==> src/rtl/dadda_mul_arbiter.sv <==
// dadda_mul_arbiter: round-robin sharing of one 4x4 Dadda multiplier with a registered tagged response
module dadda_mul_4x4 (
  input  logic [3:0] a,
  input  logic [3:0] b,
  output logic [7:0] product,
  output logic       overflow
);
  logic [3:0] p [4];
  logic s1, c1, s2, c2, s3, c3, s4, c4, s5, c5, s6, c6;
  logic [7:0] row_x, row_y;
  always_comb
    for (int i = 0; i < 4; i++) p[i] = {4{a[i]}} & b;
  // reduce column heights 4 -> 3 -> 2, then one carry-propagate add
  assign {c1, s1} = p[0][3] + p[1][2];
  assign {c2, s2} = p[1][3] + p[2][2];
  assign {c3, s3} = p[0][2] + p[1][1];
  assign {c4, s4} = s1 + p[2][1] + p[3][0];
  assign {c5, s5} = s2 + p[3][1] + c1;
  assign {c6, s6} = p[2][3] + p[3][2] + c2;
  assign row_x = {1'b0, p[3][3], s6, s5, s4, s3, p[0][1], p[0][0]};
  assign row_y = {1'b0, c6, c5, c4, c3, p[2][0], p[1][0], 1'b0};
  assign product = row_x + row_y;
  assign overflow = |product[7:4];
endmodule

module dadda_mul_arbiter #(
  parameter int WIDTH   = 4,
  parameter int NUM_REQ = 4,
  parameter int CNT_W   = 16,
  localparam int IDW    = $clog2(NUM_REQ)
) (
  input  logic                     clk,
  input  logic                     rst,
  input  logic [NUM_REQ-1:0]       req_valid,
  output logic [NUM_REQ-1:0]       req_ready,
  input  logic [NUM_REQ*WIDTH-1:0] req_a,
  input  logic [NUM_REQ*WIDTH-1:0] req_b,
  output logic                     rsp_valid,
  input  logic                     rsp_ready,
  output logic [IDW-1:0]           rsp_id,
  output logic [2*WIDTH-1:0]       rsp_product,
  output logic                     rsp_overflow,
  output logic [CNT_W-1:0]         op_count
);
  typedef enum logic {EMPTY, FULL} state_t;
  state_t state;
  logic [IDW-1:0] rr_ptr, gnt_idx;
  logic found, can_accept, accept, mul_ovf;
  logic [WIDTH-1:0] mul_a, mul_b;
  logic [2*WIDTH-1:0] mul_p;
  // scan from the highest offset down so the nearest requester after rr_ptr wins
  always_comb begin
    gnt_idx = '0;
    for (int k = NUM_REQ - 1; k >= 0; k--)
      if (req_valid[(int'(rr_ptr) + k) % NUM_REQ]) gnt_idx = IDW'((int'(rr_ptr) + k) % NUM_REQ);
  end
  assign found = |req_valid;
  assign can_accept = (state == EMPTY) || rsp_ready;
  assign req_ready = (found && can_accept) ? NUM_REQ'(1) << gnt_idx : '0;
  assign accept = |req_ready;
  assign mul_a = found ? req_a[int'(gnt_idx)*WIDTH +: WIDTH] : '0;
  assign mul_b = found ? req_b[int'(gnt_idx)*WIDTH +: WIDTH] : '0;
  dadda_mul_4x4 u_mul (.a(mul_a), .b(mul_b), .product(mul_p), .overflow(mul_ovf));
  assign rsp_valid = (state == FULL);
  always_ff @(posedge clk) begin
    if (rst) begin
      state <= EMPTY;
      rsp_id <= '0;
      rsp_product <= '0;
      rsp_overflow <= 1'b0;
      op_count <= '0;
      rr_ptr <= '0;
    end else if (accept) begin
      state <= FULL;
      rsp_id <= gnt_idx;
      rsp_product <= mul_p;
      rsp_overflow <= mul_ovf;
      op_count <= op_count + CNT_W'(1);
      rr_ptr <= (gnt_idx == IDW'(NUM_REQ - 1)) ? '0 : gnt_idx + IDW'(1);
    end else if (rsp_ready) begin
      state <= EMPTY;
    end
  end
endmodule

==> config.mk <==
export PLATFORM = sky130hd
export DESIGN_NAME = dadda_mul_arbiter
export DESIGN_NICKNAME = d
export VERILOG_FILES = /design/src/rtl/dadda_mul_arbiter.sv
export SDC_FILE = /design/constraint.sdc
export NUM_CORES = 1
export LEC_CHECK = 0
export CORE_MARGIN = 4
export CORE_UTILIZATION = 23
export DETAILED_ROUTE_END_ITERATION = 6
export PLACE_DENSITY = 0.46
export SYNTH_ARGS = -nofsm -noshare
export SYNTH_HDL_FRONTEND = slang
export SYNTH_SLANG_ARGS = --single-unit
==> constraint.sdc <==
create_clock -name clk -period 8.4 [get_ports clk]
set_clock_uncertainty 0.15 [all_clocks]
set_input_delay 0.84 -clock clk [delete_from_list [all_inputs] [get_ports clk]]
set_output_delay 0.84 -clock clk [all_outputs]
set_load 0.02 [all_outputs]
==> results.ini <==
[outcome]
status=complete, no violations

[floorplanning]
die_w_um=104
die_area_sq_um=10800
core_sq_um=8850
fp.dieH_um=104
io_pins=71
initial_utilization_pct=23.9
std_cell_rows=34

[sta]
max-slew-margin-rel_pct=46.5
finalHoldViolations=0
finalMaxSlewViolations=0
final-setup-viol-count=0
fin_crit_sh_pct=62.4
worst_pin_slew_ns=0.802
fmax_mhz=191
fin_setup_tns_ns=0
rsz0062_at_grt=no
period_needed_ns=5.24

[logic_synthesis]
ys_seq_elements=30
syn_nets=306
syn-instance-count=249
synth-edff-count=0
synth_async_sr_flop_share_pct=0
netlist_area_sq_um=2110
ys.flop_type=dfxtp_1
avgSynthCellArea_sq_um=8.49
synth.distinct_cells=49
ys_warn_count=0
ys_seq_area_share_pct=28.4

[routing]
ant_nets=0
drt_first_pass_iters=4
vias=1912
avgRoutedWirePerCell_um=13.2
first_iter_violations=53
vias_per_cell=4.48
totalWireLength_mm=5.62
drc=0

[final_layout]
final_cell_mix=70 x clkdlybuf4s50_1, 39 x nor2_1, 30 x dfxtp_1
final_common_cell=clkdlybuf4s50_1
fill_cells=929
area_growth_pct=41.2
finalNetCount=375
drive_gt1_share_pct=6.90
final_util_pct=33.7
n_antenna_cell=0
design_area_sq_um=2990

[placement]
placed_area_sq_um=2890
routabilityCongestion=0.741
hpwl_mm=4.45
port_buffers=70

[critical_path]
timing.rr.end=rsp_overflow
crit_type=input port to flop
r2r_start=rr_ptr[1]
r2r_cells=16
worstSetupEndpointType=flop
crit_fanout=14
start_kind=input port
cp_data_required_time_ns=8.41
startpoint=req_valid[1]
endpoint=rsp_overflow
reg2reg_slack_ns=3.92
worstPathArrival_ns=5.25

[clock_network]
hold_buffers=0
cts_root_buf=clkbuf_8
clkLatencyLatePin_ns=0.28
post_cts.repair.setup_buffers=0
clk_pin_slew_worst_paths_ns=0.06
cts_resized=0
clock-sinks=30
numCtsBuffers=5
cts_max_level=2
cts_tree=built
cts_buffer_depth=2

[global_routing]
grt.busiest_layer=met2
overflow=0
grt_use_met3_pct=2.55
met2_usage_pct=18.6
grt_usage_pct=10.6
grt_pass1_wl_mm=9.49
grt_pass1_vias=1968
gr-usage-met1_pct=12.8
antenna_found_initial=0
grt_max_degree=32

[pwr]
p_leak_nw=1.22
max-vdd-ir-drop_v=0.000174
powerDensity_nw_per_um2=306

[min_path]
hold_class=flop to flop

[run]
drv_cap=0

==> layer usage <==
| layer | vias to the layer above | share of wire (%) |
|---|---|---|
| li1 | 997 | - |
| met1 | 880 | 46 |
| met5 | - | 0 |
| met2 | 30 | 49 |
| met4 | 0 | 1.0 |
| met3 | 5 | 4.0 |
==> through the flow <==
step                power [W]  setup WS [ns]  hold WS [ns]  std cells
finish               0.000913           3.16         0.303        427
global placement     0.000803           3.02         0.293        419
global route          0.00102           2.83         0.321        427
floorplan            0.000644           4.05         0.361        249
CTS                  0.000933           3.17         0.307        427
detailed placement   0.000804           2.91         0.298        419
==> cells in the mapped netlist, types with 2 or more instances <==
cell type,n,share of area (%)
or2_1,4,1.2
o21ai_0,3,0.71
nor2b_1,2,0.59
xor2_1,10,4.1
a211o_1,3,1.2
clkbuf_1,3,0.53
xnor2_1,5,2.1
nand4_1,5,1.5
buf_6,2,1.1
nor2_1,39,6.9
a21oi_1,15,3.6
inv_1,13,2.3
nor3b_1,3,1.1
buf_2,3,0.71
dfxtp_1,30,28
nor2b_2,3,1.2
nand3_1,5,1.2
or4_1,3,1.1
ha_1,14,8.3
fa_1,4,3.8
mux2_2,2,1.1
nand2_1,24,4.3
nor3_1,2,0.47
mux2i_1,12,5.7
a211oi_1,6,2.1
nand2b_1,5,1.5
and3_1,7,2.1
==> cells by family after synthesis <==
group / synth area share [%]
AO/OA/AOI/OAI: 12.3
AND/OR/NAND/NOR: 27.8
buffers and inverters: 5.74
adder cells (fa/ha/maj): 12.1
flip-flops: 28.4
multiplexers: 7.46
XOR/XNOR: 6.21
==> state kept, by name (all words and copies together) (netlist names) <==
name          cells
rsp_valid         1
rr_ptr            2
rsp_overflow      1
rsp_id            2
rsp_product       8
op_count         16
==> final cells by class <==
class / count / area, sq um / share of cell area, %
Timing Repair Buffer: 71 / 708 / 23.7
Clock inverter: 1 / 5.00 / 0.168
Tap cell: 108 / 135 / 4.53
Multi-Input combinational cell: 196 / 1390 / 46.6
Clock buffer: 7 / 86.3 / 2.89
Sequential cell: 30 / 601 / 20.1
Inverter: 14 / 57.6 / 1.93
==> critical path: stages <==
cell             delay [ns]
clkdlybuf4s50_1        0.57
nor2b_2                0.09
a21boi_1               0.14
o32ai_2                0.72
inv_1                  0.30
mux2_2                 0.35
nor2_1                 0.05
ha_1                   0.27
inv_1                  0.05
fa_1                   0.53
inv_1                  0.05
ha_1                   0.32
o21ai_0                0.17
a21oi_1                0.07
o21ai_0                0.14
nor2b_1                0.20
nand2b_1               0.07
o41a_1                 0.30
==> power breakdown <==
part,total [W],switching (W),internal (W)
logic,0.000598,0.000335,0.000262
registers,0.000196,0.0000235,0.000173
clock network,0.000119,0.0000529,0.0000660
total,0.000913,0.000412,0.000501
==> worst min path at each step <==
| stage | endpoint | cells after the start | startpoint |
|---|---|---|---|
| after global routing | rsp_product[3] | 2 | rsp_product[3] |
| after detailed placement | rsp_product[3] | 2 | rsp_product[3] |
| final | rsp_product[3] | 2 | rsp_product[3] |
| after global placement | rsp_product[3] | 2 | rsp_product[3] |
| after floorplan | rr_ptr[0] | 2 | rr_ptr[0] |
| after CTS | rsp_product[3] | 2 | rsp_product[3] |
(Power assumes the default switching activity.)
